==> src/rtl/md_issue_ctrl_if.sv <==
// Handshake bundle between the D/E pipeline registers and the mult/div
// issue controller. The pipeline side drives the instruction words and
// qualifiers; the controller returns start/busy/done/stall/error status.
interface md_issue_ctrl_if;
    logic [31:0] d_instr;
    logic [31:0] e_instr;
    logic        e_valid;
    logic        flush;
    logic        md_start;
    logic        md_busy;
    logic [1:0]  md_kind;
    logic        md_done;
    logic        stall_d;
    logic        proto_err;

    modport master (
        output d_instr, e_instr, e_valid, flush,
        input  md_start, md_busy, md_kind, md_done, stall_d, proto_err
    );

    modport slave (
        input  d_instr, e_instr, e_valid, flush,
        output md_start, md_busy, md_kind, md_done, stall_d, proto_err
    );
endinterface

==> src/rtl/md_issue_ctrl.sv <==
// Issue and hazard controller for the multiply/divide unit.
// Decodes the E-stage instruction, pulses a start for mult/multu/div/divu,
// times the operation with a down-counter and stalls HI/LO-class
// instructions in D while the unit is busy (including the issue cycle).
//
// state | meaning
// IDLE  | no operation in flight, issue allowed
// MUL   | mult/multu in flight, cnt counts down MULT_CYCLES..1
// DIV   | div/divu in flight, cnt counts down DIV_CYCLES..1
module md_issue_ctrl #(
    parameter int MULT_CYCLES = 5,
    parameter int DIV_CYCLES  = 10
) (
    input  logic                 clk,
    input  logic                 reset,
    md_issue_ctrl_if.slave       bus
);

    typedef enum logic [1:0] {
        IDLE = 2'b00,
        MUL  = 2'b01,
        DIV  = 2'b10
    } state_t;

    localparam logic [3:0] MULT_N = 4'(MULT_CYCLES);
    localparam logic [3:0] DIV_N  = 4'(DIV_CYCLES);

    state_t     state_q;
    logic [3:0] cnt_q;
    logic [1:0] kind_q;
    logic       busy_q;
    logic       perr_q;

    logic       d_md;
    logic       e_start;
    logic       e_is_div;
    logic       issue;

    // Only opcode and funct take part in decode; the register fields are don't-care.
    logic unused_bits;
    assign unused_bits = ^{bus.d_instr[25:6], bus.e_instr[25:6]};

    function automatic logic is_md_class(input logic [31:0] instr);
        return (instr[31:26] == 6'b000000) &&
               (instr[5:0] inside {6'b011000, 6'b011001, 6'b011010, 6'b011011,
                                   6'b010000, 6'b010010, 6'b010001, 6'b010011});
    endfunction

    function automatic logic is_start_class(input logic [31:0] instr);
        return (instr[31:26] == 6'b000000) && (instr[5:2] == 4'b0110);
    endfunction

    // Combinational decode of both stages and the issue qualifier; reset gates
    // issue so no start escapes while the block is held in reset.
    always_comb begin
        d_md     = is_md_class(bus.d_instr);
        e_start  = is_start_class(bus.e_instr);
        e_is_div = bus.e_instr[1];
        issue    = reset & bus.e_valid & ~bus.flush & e_start & (state_q == IDLE);
    end

    // Sequencer: load the latency on issue, count down to 1, then return to IDLE.
    always_ff @(posedge clk or negedge reset) begin
        if (!reset) begin
            state_q <= IDLE;
            cnt_q   <= 4'd0;
            kind_q  <= 2'b00;
            busy_q  <= 1'b0;
            perr_q  <= 1'b0;
        end else begin
            // A start-class op reaching E while busy is dropped and flagged.
            if (e_start && bus.e_valid && busy_q) begin
                perr_q <= 1'b1;
            end
            case (state_q)
                IDLE: begin
                    if (issue) begin
                        busy_q <= 1'b1;
                        if (e_is_div) begin
                            state_q <= DIV;
                            cnt_q   <= DIV_N;
                            kind_q  <= 2'b10;
                        end else begin
                            state_q <= MUL;
                            cnt_q   <= MULT_N;
                            kind_q  <= 2'b01;
                        end
                    end
                end
                MUL, DIV: begin
                    if (cnt_q == 4'd1) begin
                        state_q <= IDLE;
                        cnt_q   <= 4'd0;
                        kind_q  <= 2'b00;
                        busy_q  <= 1'b0;
                    end else begin
                        cnt_q <= cnt_q - 4'd1;
                    end
                end
                default: begin
                    state_q <= IDLE;
                    cnt_q   <= 4'd0;
                    kind_q  <= 2'b00;
                    busy_q  <= 1'b0;
                end
            endcase
        end
    end

    // Outputs: done is the last busy cycle; stall covers issue plus busy window.
    always_comb begin
        bus.md_start  = issue;
        bus.md_busy   = busy_q;
        bus.md_kind   = kind_q;
        bus.md_done   = busy_q & (cnt_q == 4'd1);
        bus.stall_d   = d_md & (busy_q | issue);
        bus.proto_err = perr_q;
    end

endmodule

==> src/flat_wrapper.sv <==
// flat-port wrapper written by rule: the top's interface ports become plain ports
module md_issue_ctrl_flat 
#(
    parameter int MULT_CYCLES = 5,
    parameter int DIV_CYCLES  = 10
)
  (clk, reset, bus_d_instr, bus_e_instr, bus_e_valid, bus_flush, bus_md_start, bus_md_busy, bus_md_kind, bus_md_done, bus_stall_d, bus_proto_err);
  md_issue_ctrl_if bus_i ();
  input  logic clk;
  input  logic reset;
  input wire logic [$bits(bus_i.d_instr)-1:0] bus_d_instr;
  input wire logic [$bits(bus_i.e_instr)-1:0] bus_e_instr;
  input wire logic [$bits(bus_i.e_valid)-1:0] bus_e_valid;
  input wire logic [$bits(bus_i.flush)-1:0] bus_flush;
  output wire logic [$bits(bus_i.md_start)-1:0] bus_md_start;
  output wire logic [$bits(bus_i.md_busy)-1:0] bus_md_busy;
  output wire logic [$bits(bus_i.md_kind)-1:0] bus_md_kind;
  output wire logic [$bits(bus_i.md_done)-1:0] bus_md_done;
  output wire logic [$bits(bus_i.stall_d)-1:0] bus_stall_d;
  output wire logic [$bits(bus_i.proto_err)-1:0] bus_proto_err;
  assign bus_i.d_instr = bus_d_instr;
  assign bus_i.e_instr = bus_e_instr;
  assign bus_i.e_valid = bus_e_valid;
  assign bus_i.flush = bus_flush;
  assign bus_md_start = bus_i.md_start;
  assign bus_md_busy = bus_i.md_busy;
  assign bus_md_kind = bus_i.md_kind;
  assign bus_md_done = bus_i.md_done;
  assign bus_stall_d = bus_i.stall_d;
  assign bus_proto_err = bus_i.proto_err;
  md_issue_ctrl #(.MULT_CYCLES(MULT_CYCLES), .DIV_CYCLES(DIV_CYCLES)) u_core (.clk(clk), .reset(reset), .bus(bus_i));
endmodule
==> config.mk <==
export PLATFORM = sky130hd
export DESIGN_NAME = md_issue_ctrl_flat
export DESIGN_NICKNAME = d
export VERILOG_FILES = /design/src/rtl/md_issue_ctrl_if.sv /design/src/rtl/md_issue_ctrl.sv /design/src/flat_wrapper.sv
export SDC_FILE = /design/constraint.sdc
export NUM_CORES = 1
export LEC_CHECK = 0
export CAP_MARGIN = 10
export CORE_MARGIN = 8
export CORE_UTILIZATION = 28
export CTS_BUF_LIST = sky130_fd_sc_hd__clkbuf_4 sky130_fd_sc_hd__clkbuf_8 sky130_fd_sc_hd__clkbuf_16
export DETAILED_ROUTE_END_ITERATION = 10
export GPL_ROUTABILITY_DRIVEN = 0
export GPL_TIMING_DRIVEN = 0
export PLACE_DENSITY = 0.89
export SLEW_MARGIN = 20
export SYNTH_ARGS = -nofsm -noshare
export SYNTH_HDL_FRONTEND = slang
export SYNTH_SLANG_ARGS = --single-unit
==> constraint.sdc <==
create_clock -name clk -period 2.21 [get_ports clk]
set_input_delay 0.442 -clock clk [delete_from_list [all_inputs] [get_ports clk]]
set_output_delay 0.442 -clock clk [all_outputs]
set_load 0.005 [all_outputs]
* Word-level counts from Yosys, hierarchy flattened
Index checks and enable logic that the tools add are counted.
** Word-level totals
- Register bits :: 8
- Logic and storage cells :: 48
** Cells by class
- Add/sub/neg operators :: 1
- Equal/unequal tests :: 14
- Multiplexer cells :: 11
- Bitwise operators :: 8
- Reduce and logical (&&, ||, !) cells :: 10
** Operator list (number)
- $eq 6x5->1 const B :: 8
- $logic_not 6->1 :: 2
- $mux 4 :: 3
- $pmux 4 s2 :: 1
- $reduce_bool 8->1 :: 1
- $and 1x1->1 :: 6
- $mux 2 :: 3
- $eq 4x1->1 const B :: 1
- $eq 4x3->1 const B :: 1
- $logic_and 1x1->1 :: 4
- $ne 2x1->1 const B :: 2
- $pmux 2 s2 :: 1
- $sub 4x1->4 const B :: 1
- $eq 2x1->1 const B :: 1
- $eq 2x2->1 const B :: 1
- $logic_not 2->1 :: 1
- $mux 1 :: 2
- $pmux 1 s2 :: 1
- $reduce_and 2->1 :: 1
- $reduce_or 2->1 :: 1
- $not 1->1 :: 1
- $or 1x1->1 :: 1

* Depth between registers and ports, before layout
- Depth in word-level cells :: 6
- Mapped depth :: 6

* Worst setup path before layout
OpenSTA, ideal clock, no wires.
- Kind :: in2out
- Start point :: in bus_e_instr[29]
- End point :: out bus_stall_d
- Data arrival time :: 1.384 ns
- Data required time :: 1.768 ns
- Slack :: 0.384 ns
- Stages :: 3
- Cells stage by stage :: or4_4 nor4_4 o21a_1
** Between the ends
- Word-level cells in the longest chain between the ends :: 6
** Ends and longest elaborated chain
- start: declaration :: line flat_wrapper.sv:12 : input wire logic [$bits(bus_i.e_instr)-1:0] bus_e_instr;
- $logic_not 6->1 :: line md_issue_ctrl.sv:50 : return (instr[31:26] == 6'b000000) && (instr[5:2] == 4'b0110);
- $logic_and 1x1->1 :: line md_issue_ctrl.sv:50
- $and 1x1->1 (2 in series) :: line md_issue_ctrl.sv:59 : issue = reset & bus.e_valid & ~bus.flush & e_start & (state_q == IDLE);
- net bus_md_start :: line flat_wrapper.sv:15 : output wire logic [$bits(bus_i.md_start)-1:0] bus_md_start;
- $or 1x1->1 :: line md_issue_ctrl.sv:116 : bus.stall_d = d_md & (busy_q | issue);
- $and 1x1->1 :: line md_issue_ctrl.sv:116
- end: declaration :: line flat_wrapper.sv:19 : output wire logic [$bits(bus_i.stall_d)-1:0] bus_stall_d;
The timed path passes the listed nets, and every way through them passes these cells.

* Worst setup path after layout
- Start point :: in bus_e_instr[29]
- End point :: out bus_stall_d
** Between the ends
- Word-level cells in the longest chain between the ends :: 6
** Ends and longest elaborated chain (line)
- $logic_not 6->1 :: md_issue_ctrl.sv:50
- $logic_and 1x1->1 :: md_issue_ctrl.sv:50
- $and 1x1->1 (2 in series) :: md_issue_ctrl.sv:59
- $or 1x1->1 :: md_issue_ctrl.sv:116
- $and 1x1->1 :: md_issue_ctrl.sv:116
No other way between the ends.

==> flow_summary_export.csv <==
group,metric,value,unit
status,status,"completed",
die,num_rows,17,
die,die_w,62.9,µm
min_path,hp-class,"input port to asynchronous set/reset pin",
placed_design,io_buffers,30,
layout,fin_util,46.1,%
power_and_ir_drop,irDropWorstVdd,0.526,mV
placed_design,pre_cts_ws,-653,ps
detailed_routing,viasPerCell,5.13,
clock_network,clkSlewWorstSetupHoldPaths,50,ps
clock_network,clock_sinks,8,
yosys,synth.area.mux_share,0,%
detailed_routing,drt-initial-drc-count,7,
yosys,seq_area_frac_synth,32.5,%
flow_run,drv_cap,0,
layout,synthToLayoutAreaGrowth,60.6,%
detailed_routing,final_antenna_net_count,0,
critical_path,critPathMaxFanout,2,
yosys,syn-cell-area,617,µm²
timing,tightest_slew,564,ps
critical_path,path_cells,"dlygate4sd2_1 -> or4_4 -> nor4_4 -> o21a_1 -> buf_2",
layout,drive_above_1_share,23.2,%
timing,relSlewSlack,62.3,%
timing,slew_viol_final,0,
critical_path,crit_family,"simple AND/OR/NAND/NOR gates",
critical_path,critPathSlowestCell,"or4_4",
yosys,synthFlopType,"dfrtp_1",
timing,hold_viol_final,0,
die,dieHeight,62.9,µm
placed_design,dp_hpwl,1540,µm
yosys,synth_top_area_share,32.5,%
critical_path,crit_path_end_kind,"primary output",
layout,final_nets,173,
grt,grt_max_degree,11,
grt,antenna_found_initial,0,
yosys,synth-edff-count,0,
yosys,synth_top_area_cell,"dfrtp_1",
yosys,ys_ff_latch,8,
die,dieArea,3960,µm²
detailed_routing,wl_per_cell,16.2,µm
yosys,synth_cell_type_count,33,
critical_path,critPathKind,"input port to primary output",
yosys,async_flop_share,100,%
timing,whs,188,ps
clock_network,numCtsBuffers,3,
timing,rsz0062_at_grt,"no",
clock_network,cts_buffer_depth,2,
critical_path,max_stage_delay,450,ps
die,core,2150,µm²
yosys,syn-instance-count,62,
timing,post-route-min-period,2170,ps
grt,grt_pass1_wl,3530,µm
yosys,synth_top_family_by_area,"simple AND/OR/NAND/NOR gates",
grt,overflow,0,
timing,max_freq,462,MHz
grt,grt_pass1_vias,746,
clock_network,clock_latency,250,ps
yosys,yosysWarnings,0,
timing,setup_viol,0,
yosys,synth_xor_area_share,0,%
layout,multiInputGateArea,408,µm²
timing,setup_tns,0,ps
timing,timing.final.ws_setup,44.2,ps
detailed_routing,drc,0,
timing,period_share,98.0,%
power_and_ir_drop,p_leak,0.439,nW
critical_path,cp_data_required_time,1770,ps
yosys,synth_compound_area_share,24.9,%
critical_path,cp.arrival,1720,ps
layout,n_antenna_cell,0,
grt,grt_usage,10.9,%
yosys,postSynthAreaPerCell,9.95,µm²
timing,clock_skew,1.77,ps
layout,seqCellArea,200,µm²
detailed_routing,dr.pass1.iters,4,
critical_path,worst-path-buf-inv,2,
clock_network,cts_tree,"done",
detailed_routing,num_vias,652,
die,initial_utilization,28.7,%
clock_network,htreeDepth,1,
power_and_ir_drop,cellPowerDensity,857,nW/µm²
yosys,syn_nets,134,
die,ios,75,
layout,num-fill-cells,206,
yosys,synthAdderAreaFrac,8.11,%
clock_network,clock-root-buffer,"clkbuf_4",
detailed_routing,routed_wl,2060,µm
critical_path,worstSetupStartpointType,"input port",
yosys,synth-simple-area-share,29.6,%
yosys,yosys-top-cells-area,"dfrtp_1 32%, ha_1 8.1%, nor4_4 6.9%, inv_1 4.9%, o21ai_0 3.2%",
==> state kept, by name, summed over array words and instances (netlist names) <==
register / cells
u_core.cnt_q: 4
u_core.bus.md_kind: 2
u_core.bus.md_busy: 1
u_core.bus.proto_err: 1
==> placed cells by master, fill, tap and decap left out, types with 2 or more instances in the layout <==
master,count
clkdlybuf4s50_1,16
inv_1,8
dlygate4sd2_1,8
dfrtp_1,8
o21ai_0,4
ha_1,4
clkbuf_2,4
buf_4,4
nand2b_1,3
nor4_2,3
clkbuf_4,3
nor4_4,2
nor2_1,2
a22o_1,2
o21ai_1,2
nand2_1,2
==> cell type report <==
| cell class | count | area share [%] |
|---|---|---|
| Tap cell | 28 | 3.54 |
| Sequential cell | 8 | 20.2 |
| Multi-Input combinational cell | 46 | 41.2 |
| Timing Repair Buffer | 34 | 29.8 |
| Clock buffer | 3 | 2.27 |
| Inverter | 8 | 3.03 |
==> kinds of logic (layout without fill, tap and decap cells) <==
| family | count (synthesis) | in the layout |
|---|---|---|
| flops | 8 | 8 |
| fa+ha+maj | 4 | 4 |
| buf+inv | 8 | 45 |
| compound gates | 20 | 20 |
| simple gates | 22 | 22 |
==> report_power, final <==
group | internal (W) | switching (W) | total [W]
combinational | 0.000230 | 0.000262 | 0.000492
clock | 0.0000620 | 0.0000478 | 0.000110
sequential | 0.000198 | 0.0000499 | 0.000248
total | 0.000490 | 0.000359 | 0.000850
==> metal layers <==
layer | global-route usage (%) | share of wire, %
met1 | 11.9 | 44
met2 | 18.1 | 45
met3 | 5.91 | 11
met4 | 2.56 | 0.29
met5 | 0 | 0
==> synth_stat cells, types with 2 or more instances <==
master and n:
dfrtp_1 8, nor4_4 2, nor4_1 2, o21ai_0 4, ha_1 4, nor2_1 2, o21ai_1 2, inv_1 8
nand2b_1 3, nand2_1 3, a22o_1 2
==> final timing paths <==
check	from	end	slack, ps	depth (start not counted)
min reg2reg	u_core.bus.proto_err	u_core.bus.proto_err	530	1
min in group clk	u_core.bus.proto_err	u_core.bus.proto_err	530	1
max	bus_e_instr[29]	bus_stall_d	40	5
min	reset	u_core.bus.md_kind[1]	190	1
max in group asynchronous	reset	u_core.cnt_q[1]	1740	1
max reg2reg	u_core.bus.md_kind[0]	u_core.bus.md_kind[1]	500	5
==> repair_timing <==
item                                    4_1_cts  5_1_grt
endpoints found under the hold margin         0        0
setup buffers                                 4        0
endpoints found under the setup margin        2        2
pin swaps                                     6        3
hold buffers                                  0        0
resized for setup                            20       10
==> through the flow <==
stage	area, µm²	cells	power [W]
detailed placement	952	120	0.000737
finish	991	127	0.000850
global placement	952	120	0.000695
global route	991	127	0.000937
CTS	993	127	0.000851
floorplan	617	62	0.000569
(Power assumes the default switching activity.)
